File: config.mk
export PLATFORM = sky130hd
export DESIGN_NAME = dec_onehot_seq
export DESIGN_NICKNAME = d
export VERILOG_FILES = /design/src/rtl/dec_onehot_seq.sv
export SDC_FILE = /design/constraint.sdc
export NUM_CORES = 1
export LEC_CHECK = 0
export CAP_MARGIN = 20
export CORE_AREA = 4 4 68 70
export CTS_BUF_LIST = sky130_fd_sc_hd__clkbuf_8
export DETAILED_ROUTE_END_ITERATION = 6
export DIE_AREA = 0 0 72 74
export GPL_TIMING_DRIVEN = 0
export SYNTH_ARGS = -nofsm -noshare
export SYNTH_HDL_FRONTEND = slang
export SYNTH_SLANG_ARGS = --single-unit
File: constraint.sdc
create_clock -name clk -period 5.9 [get_ports clk]
set_input_delay 1.475 -clock clk [delete_from_list [all_inputs] [get_ports clk]]
set_output_delay 1.475 -clock clk [all_outputs]
set_load 0.005 [all_outputs]
File: src/rtl/dec_onehot_seq.sv
// Index sequencer with registered, enable-gated one-hot decode.
// Steps a modulo-OUT_W index up or down with a programmable dwell, optionally for one revolution.
module dec_onehot_seq #(
  parameter int IN_W    = 3,
  parameter int DWELL_W = 4
) (
  input  logic                 clk,
  input  logic                 rst,
  input  logic                 en,
  input  logic                 load,
  input  logic [IN_W-1:0]      in,
  input  logic                 run,
  input  logic                 once,
  input  logic                 dir,
  input  logic [DWELL_W-1:0]   dwell,
  output logic [2**IN_W-1:0]   out,
  output logic [IN_W-1:0]      idx,
  output logic                 busy,
  output logic                 wrap
);

  localparam int OUT_W = 2**IN_W;
  localparam logic [IN_W:0] FULL_REV = (IN_W+1)'(OUT_W);

  typedef enum logic [1:0] {IDLE, RUN, DONE} state_t;

  state_t              state_reg, state_next;
  logic [IN_W-1:0]     idx_reg, idx_next;
  logic [DWELL_W-1:0]  dcnt_reg, dcnt_next;
  logic [IN_W:0]       scnt_reg, scnt_next;
  logic                once_reg, once_next;
  logic                wrap_reg, wrap_next;
  logic [OUT_W-1:0]    out_reg, out_next;

  always_comb begin
    state_next = state_reg;
    idx_next   = idx_reg;
    dcnt_next  = dcnt_reg;
    scnt_next  = scnt_reg;
    once_next  = once_reg;
    wrap_next  = 1'b0;
    if (load) begin
      idx_next   = in;
      state_next = IDLE;
      dcnt_next  = '0;
      scnt_next  = '0;
    end else begin
      case (state_reg)
        IDLE: begin
          if (run) begin
            state_next = RUN;
            once_next  = once;
            dcnt_next  = '0;
            scnt_next  = '0;
          end
        end
        RUN: begin
          if (!run) begin
            state_next = IDLE;
          end else if (dcnt_reg == dwell) begin
            // Step edge: direction is taken fresh here so mid-run changes apply to the next step.
            dcnt_next = '0;
            scnt_next = scnt_reg + (IN_W+1)'(1);
            if (dir) begin
              idx_next  = idx_reg - IN_W'(1);
              wrap_next = (idx_reg == '0);
            end else begin
              idx_next  = idx_reg + IN_W'(1);
              wrap_next = (idx_reg == {IN_W{1'b1}});
            end
            if (once_reg && (scnt_next == FULL_REV)) begin
              state_next = DONE;
            end
          end else begin
            dcnt_next = dcnt_reg + DWELL_W'(1);
          end
        end
        DONE: begin
          if (!run) begin
            state_next = IDLE;
          end
        end
        default: state_next = IDLE;
      endcase
    end
  end

  // Decode the next index so out and idx change on the same edge.
  for (genvar gi = 0; gi < OUT_W; gi++) begin : g_dec
    assign out_next[gi] = en && (idx_next == IN_W'(gi));
  end

  always_ff @(posedge clk) begin
    if (rst) begin
      state_reg <= IDLE;
      idx_reg   <= '0;
      dcnt_reg  <= '0;
      scnt_reg  <= '0;
      once_reg  <= 1'b0;
      wrap_reg  <= 1'b0;
      out_reg   <= '0;
    end else begin
      state_reg <= state_next;
      idx_reg   <= idx_next;
      dcnt_reg  <= dcnt_next;
      scnt_reg  <= scnt_next;
      once_reg  <= once_next;
      wrap_reg  <= wrap_next;
      out_reg   <= out_next;
    end
  end

  assign out  = out_reg;
  assign idx  = idx_reg;
  assign busy = (state_reg == RUN);
  assign wrap = wrap_reg;

endmodule

[Yosys cells after proc, flatten, opt, wreduce, memory -nomap -nowiden]
Index checks and enable logic that the tools add are counted.
Storage, ports and cells
  output and inout bits: 13
  bits in registers: 23
  logic and storage cells: 71
  input bits: 14
Cells by class
  reduce and logical (&&, ||, !) cells: 19
  add/sub/neg operators: 4
  equal/unequal tests: 18
  muxes and demuxes: 19
  bitwise operators: 4
Operators with widths (count)
  $mux W4: 5
  $pmux W4 S2: 2
  $eq A3 B3 Y1 const B: 5
  $mux W3: 5
  $mux W2: 5
  $logic_and A1 B1 Y1: 9
  $add A4 B1 Y4 const B: 2
  $reduce_and A4 Y1: 2
  $eq A3 B2 Y1 const B: 2
  $logic_not A3 Y1: 2
  $ne A2 B2 Y1 const B: 3
  $ne A3 B2 Y1 const B: 2
  $pmux W2 S3: 1
  $reduce_and A3 Y1: 2
  $reduce_or A5 Y1: 1
  $eq A4 B4 Y1: 1
  $eq A4 B4 Y1 const B: 1
  $not A1 Y1: 4
  $add A3 B1 Y3 const B: 1
  $eq A3 B1 Y1 const B: 1
  $sub A3 B1 Y3 const B: 1
  $eq A2 B1 Y1 const B: 1
  $eq A2 B2 Y1 const B: 1
  $logic_not A2 Y1: 1
  other kinds (4): 4

[Longest topological paths before layout]
Gate-level depths: netlist of the first run.
  depth in word-level cells: 8
  gate-level depth with buffers: 8
  depth with buffers taken out: 7

[Worst setup path after synthesis of the first run]
Ideal clock, no wire load.
  path kind: input to register
  start: in dir
  end: reg out_reg[6] (netlist: out[6])
  library setup time: 78 ps
  arrival time: 2960 ps
  setup slack: 2862 ps
  stages on the path: 5
  data required time: 5822 ps
  cell sequence: inv_1 > fa_1 > or4_4 > a311o_1 > nor3_1
On the way
  word-level cells in the longest chain between the ends: 7
Ends and longest elaborated chain
  from (decl): RTL line 14  | input logic dir,
  $mux W3: RTL line 64  | if (dir) begin
  $mux W3: RTL line 60  | end else if (dcnt_reg == dwell) begin
  $mux W3: RTL line 58  | if (!run) begin
  $mux W3: RTL line 48  | case (state_reg)
  $mux W3: RTL line 42  | if (load) begin
  $eq A3 B3 Y1: RTL line 90  | assign out_next[gi] = en && (idx_next == IN_W'(gi));
  $logic_and A1 B1 Y1: RTL line 90
  to (signal assigned): RTL line 109  | out_reg <= out_next;
  to (decl): RTL line 33  | logic [OUT_W-1:0] out_reg, out_next;
No other way between the ends.
A chain may end at the register's enable or synchronous reset.

[Worst setup path in the final report of the first run]
  start: in dir
  end: reg out_reg[2] (netlist: out[2])
On the way
  word-level cells in the longest chain between the ends: 7
Ends and longest elaborated chain (RTL line)
  $mux W3: 64
  $mux W3: 60
  $mux W3: 58
  $mux W3: 48
  $mux W3: 42
  $eq A3 B2 Y1: 90
  $logic_and A1 B1 Y1: 90
No other way between the ends.

==> impl_metrics.json, run 1 <==
{
  "post-cts-setup-buffer-count": 0,
  "cts_buffer_depth": 2,
  "status": "finished clean",
  "synth_xor_area_frac": 0.08646,
  "cts_resized": 0,
  "p_seq_frac": 0.533,
  "switching_share": 0.2461,
  "ys_types": 36,
  "stdcell_count": 202,
  "synth_compound_area_frac": 0.1047,
  "required_ns": 6.08,
  "grt_usage": 0.09850,
  "place_area_mm2": 0.001413,
  "layout_setup_ws_ns": 2.395,
  "syn_inst": 123,
  "grt_first_pass_wirelength_um": 4133,
  "wl_per_cell_um": 12.62,
  "vias_per_cell": 4.832,
  "cp_max_fo": 4,
  "first_pass_iters": 4,
  "clock-sinks": 23,
  "diodes": 0,
  "hold_viol": 0,
  "dp_hpwl_um": 2004,
  "clockRootBuffer": "clkbuf_8",
  "avgSynthCellArea_um2": 8.942,
  "pwr-share-comb": 0.143,
  "antenna_found_initial": 0,
  "synth_nets": 141,
  "slowest_delay_ns": 0.54,
  "drive_above_1_share": 0.09868,
  "layout.nets": 171,
  "fp-row-count": 23,
  "p_switching_mw": 0.07430,
  "synth.area.mux_share": 0.03868,
  "setup-violations-final": 0,
  "arrival_ns": 3.68,
  "p_leak_nw": 0.5490,
  "cts_buffers": 3,
  "finalCritPeriodShare": 0.5941,
  "htree_levels": 1,
  "synth_top_family_by_area": "simple AND/OR/NAND/NOR gates",
  "die-area_mm2": 0.005328,
  "num_io_pins": 27,
  "path_cells": "clkdlybuf4s50_1 -> inv_1 -> fa_1 -> or4_4 -> a311o_1 -> nor3_1",
  "crit_type": "input port to register",
  "synthSimpleGateAreaFrac": 0.2639,
  "rsz0062_at_grt": "no",
  "holdWs_ns": 0.4997,
  "coreArea_mm2": 0.003971,
  "die_width_um": 72,
  "clkPwrFrac": 0.324,
  "maxSlewViolCount": 0,
  "vias": 976,
  "tightest_slew_ns": 0.6442,
  "area_growth_pct": 32.65,
  "clkLatencyLatePin_ns": 0.26,
  "drc_errors": 0,
  "die-height_um": 74,
  "fin_area_mm2": 0.001459,
  "synth_fa_ha_area_frac": 0.05233,
  "postCtsHoldBufs": 0,
  "ys_ff_latch": 23,
  "clock_skew_ns": 0.005223,
  "drtIter0Drc": 13,
  "intPower_mw": 0.2277,
  "power_mw": 0.3020,
  "end_kind": "register",
  "vdd_drop_max_mv": 0.06949,
  "clkTransAtPathRegs_ns": 0.08,
  "gp_congestion": 0.8375,
  "yosysSeqAreaShare": 0.4187,
  "power_density_mw_per_mm2": 207.0,
  "grt-ovfl-total": 0,
  "hp-class": "register to register",
  "grt_max_degree": 14,
  "place.port_buffers": 25,
  "utilization": 0.3674,
  "drv_cap": 0,
  "max_freq_mhz": 285.3,
  "max_slew_margin": 0.5706,
  "place_ws_ns": 2.122,
  "cts_tree": "done",
  "slowest_stage": "clkdlybuf4s50_1",
  "initial_core_util": 0.2769,
  "dpl.cell_count": 198,
  "grt_pass1_vias": 959,
  "tns_ns": 0,
  "ant_nets": 0,
  "synth_area_mm2": 0.001100,
  "largest_reg_flops": 8,
  "start_kind": "input port",
  "postRouteWirelength_um": 2549,
  "min_period_ns": 3.505,
  "ys_warn_count": 0
}
-- layout make-up --
| type | instances | area [µm²] |
|---|---|---|
| repair buffers | 25 | 250.2 |
| well taps | 50 | 62.56 |
| inverters | 6 | 22.52 |
| multi-input cells | 90 | 600.6 |
| fillers | 410 | 2512 |
| clock buffers | 3 | 41.29 |
| flip-flops and latches | 23 | 460.4 |
| clock inverters | 1 | 5.005 |
| plain buffers | 4 | 16.27 |
-- cell usage after synthesis (all sizes together) --
cell      n  area, µm²
a211o     1      8.760
a21oi     6      30.03
a221o     1      10.01
a221oi    1      8.760
a2bb2oi   1      8.760
a311o     1      10.01
a31oi     3      18.77
and2      2      12.51
and4      1      8.760
buf       1      5.000
clkbuf    3      11.26
dfxtp    23      460.4
fa        1      20.02
ha        3      37.54
inv       6      22.52
mux2      2      22.52
mux2i     2      20.02
nand2     9      36.29
nand2b    2      12.51
nand3     3      15.01
nand3b    1      11.26
nand4     3      18.77
nor2     13      48.80
nor2b     2      12.51
nor3     15      75.07
nor4      1      6.260
o211a     2      20.02
or2       1      6.260
or3       1      6.260
or4       2      20.02
xnor2     6      60.06
xor2      4      35.03
-- cells in the final DEF, fill, tap and decap left out, types with 2 or more instances in the layout --
master           count
clkdlybuf4s50_1     25
dfxtp_1             23
nor3_1              15
nor2_1              13
nand2_1              8
a21oi_1              6
xnor2_1              5
inv_1                4
xor2_1               4
nand3_1              3
nand4_1              3
clkbuf_1             3
a31oi_1              3
ha_1                 3
clkbuf_8             3
inv_2                2
o211a_1              2
nor2b_1              2
and2_1               2
mux2i_1              2
nand2b_1             2
mux2_2               2
-- worst paths after layout --
kind / slack (ns) / start / end / cells after the start
min reg2reg: 0.50 / once_reg / once_reg / 2
min: 0.50 / once_reg / once_reg / 2
max reg2reg: 3.76 / idx[0] / out[2] / 5
max: 2.39 / dir / out[2] / 6
-- power by group through the flow --
stage | sequential, mW | clock (mW) | combinational [mW]
2_1_floorplan | 0.165 | 0 | 0.0223
3_3_place_gp | 0.165 | 0 | 0.0425
3_5_place_dp | 0.165 | 0 | 0.0433
4_1_cts | 0.161 | 0.100 | 0.0436
5_1_grt | 0.161 | 0.107 | 0.0472
6_report | 0.161 | 0.0978 | 0.0433
-- logic make-up (layout without fill, tap and decap cells) --
group | Yosys count | in the layout
buffers and inverters | 10 | 39
flip-flops | 23 | 23
XOR/XNOR | 10 | 10
adder cells (fa/ha/maj) | 4 | 4
multiplexers | 4 | 4
AND/OR/NAND/NOR | 56 | 56
AO/OA/AOI/OAI | 16 | 16
-- layer usage --
layer	global-route usage	vias up	share of wire
met4	0.03340	0	0.0031
li1	-	490	-
met2	0.1867	27	0.49
met3	0.02703	2	0.066
met1	0.1053	457	0.44
met5	0	-	0
-- critical path, delay by kind of cell --
family	cells	cell delay [ns]
simple gates	2	0.71
compound gates	1	0.38
buf+inv	2	0.62
fa+ha+maj	1	0.50
Note: power is estimated with default switching activity, not from simulation.
==> inputs of run 2 (changes only) <==
==> constraint.sdc (replaced) <==
create_clock -name clk -period 3.26 [get_ports clk]
set_input_delay 0.815 -clock clk [delete_from_list [all_inputs] [get_ports clk]]
set_output_delay 0.815 -clock clk [all_outputs]
set_load 0.005 [all_outputs]
==> results of run 2 <==
The final DEF is identical to that of run 1. Status: finished clean.
Among the figures that moved: setup slack after placement 2.122 ns -> 0.1421 ns; setup slack after layout 2.395 ns -> 0.4146 ns; register-to-register setup slack 3.76 ns -> 1.12 ns; total power 0.3020 mW -> 0.5465 mW; worst IR drop on VDD 0.06949 mV -> 0.1258 mV
==> inputs of run 3 (changes only) <==
--- a/config.mk
+++ b/config.mk
@@ -6,10 +6,10 @@
 export NUM_CORES = 1
 export LEC_CHECK = 0
 export CAP_MARGIN = 20
-export CORE_AREA = 4 4 68 70
+export CORE_AREA = 2 2 66 68
 export CTS_BUF_LIST = sky130_fd_sc_hd__clkbuf_8
 export DETAILED_ROUTE_END_ITERATION = 6
-export DIE_AREA = 0 0 72 74
+export DIE_AREA = 0 0 68 70
 export GPL_TIMING_DRIVEN = 0
 export SYNTH_ARGS = -nofsm -noshare
 export SYNTH_HDL_FRONTEND = slang
==> impl_metrics.json, run 3 (same netlist as run 1, synthesis figures left out) <==
{
  "drc_errors": 0,
  "grt_pass1_vias": 920,
  "min_period_ns": 2.824,
  "cts_buffers": 3,
  "vias_per_cell": 4.833,
  "place_area_mm2": 0.001415,
  "coreArea_mm2": 0.004144,
  "path_cells": "clkdlybuf4s50_1 -> inv_1 -> fa_1 -> or4_4 -> a311o_1 -> nor3_1",
  "die_width_um": 68,
  "gp_congestion": 0.7573,
  "final_cell_mix": "clkdlybuf4s50_1 (25), dfxtp_1 (23), nor3_1 (15), nor2_1 (13), nand2_1 (8)",
  "cts_tree": "done",
  "postRouteWirelength_um": 2532,
  "diodes": 0,
  "max_freq_mhz": 354.1,
  "end_kind": "register",
  "slowest_stage": "clkdlybuf4s50_1",
  "drive_above_1_share": 0.09868,
  "vdd_drop_max_mv": 0.1254,
  "power_density_mw_per_mm2": 374.8,
  "area_growth_pct": 32.88,
  "first_pass_iters": 4,
  "layout.nets": 171,
  "final_common_cell": "clkdlybuf4s50_1",
  "n_fill_cell": 447,
  "clkTransAtPathRegs_ns": 0.08,
  "num_io_pins": 27,
  "setup-violations-final": 0,
  "grt_usage": 0.1152,
  "cp_max_fo": 4,
  "arrival_ns": 3.01,
  "clkLatencyLatePin_ns": 0.26,
  "rsz0062_at_grt": "no",
  "tns_ns": 0,
  "postCtsHoldBufs": 0,
  "grt_max_degree": 14,
  "fp-row-count": 24,
  "grt_first_pass_wirelength_um": 4222,
  "power_mw": 0.5478,
  "tightest_slew_ns": 0.6284,
  "die-area_mm2": 0.004760,
  "cts_resized": 0,
  "grt-ovfl-total": 0,
  "finalCritPeriodShare": 0.8663,
  "wl_per_cell_um": 12.41,
  "required_ns": 3.45,
  "hold_viol": 0,
  "htree_levels": 1,
  "max_slew_margin": 0.5810,
  "drv_cap": 0,
  "p_leak_nw": 0.5490,
  "initial_core_util": 0.2654,
  "clockRootBuffer": "clkbuf_8",
  "clock-sinks": 23,
  "antenna_found_initial": 0,
  "place.port_buffers": 25,
  "status": "finished clean",
  "vias": 986,
  "clock_skew_ns": 0.0007844,
  "die-height_um": 70,
  "drtIter0Drc": 29,
  "ant_nets": 0,
  "hp-class": "register to register",
  "largest_reg_flops": 8,
  "start_kind": "input port",
  "slowest_delay_ns": 0.54,
  "fin_area_mm2": 0.001461,
  "post-cts-setup-buffer-count": 0,
  "dp_hpwl_um": 1947,
  "cts_buffer_depth": 2,
  "maxSlewViolCount": 0,
  "crit_type": "input port to register"
}
## run 3: path summary, 6_finish.rpt
kind	startpoint	to	slack, ns	cells after the start
worst max-delay path	dir	out[3]	0.44	6
worst min-delay path	once_reg	once_reg	0.51	2
worst min register to register	once_reg	once_reg	0.51	2
worst max register to register	idx[0]	out[3]	1.11	5
## run 3: routing by layer
layer  vias to the layer above  part of all wire  global-route usage
met5                         -                 0                   0
met2                        25              0.49              0.1834
met3                         2             0.039             0.02093
met1                       469              0.46              0.1509
met4                         0             0.011             0.04667
li1                        490                 -                   -
## run 3: area by class of cell
cell class / count / area, µm² / share of cell area
clock inverter: 1 / 5.005 / 0.003425
clock buffer: 3 / 41.29 / 0.02825
inverter: 6 / 22.52 / 0.01541
timing repair buffer: 25 / 250.2 / 0.1712
multi-input combinational: 90 / 600.6 / 0.4110
buffer: 4 / 16.27 / 0.01113
sequential: 23 / 460.4 / 0.3151
tap: 52 / 65.06 / 0.04452
## run 3: power breakdown
group | total, mW | internal, mW | switching, mW | leakage, nW
combinational | 0.0784 | 0.0400 | 0.0383 | 0.337
clock | 0.178 | 0.0853 | 0.0927 | 0.0255
sequential | 0.291 | 0.287 | 0.00476 | 0.186
## run 3: worst max-delay path: cells and delay by family
kind            cells  cell delay (ns)
buf+inv             2             0.62
simple gates        2             0.70
compound gates      1             0.38
fa+ha+maj           1             0.49
## run 3: stage by stage
stage               hold slack [ns]  cells  setup slack [ns]  utilization
floorplan                    0.4602    123            0.8815            -
global placement             0.4856    200            0.1959       0.3415
detailed placement           0.4927    200            0.1907       0.3415
CTS                          0.5133    204            0.4291       0.3527
global route                 0.5220    204            0.3481       0.3527
finish                       0.5083    204            0.4360       0.3527
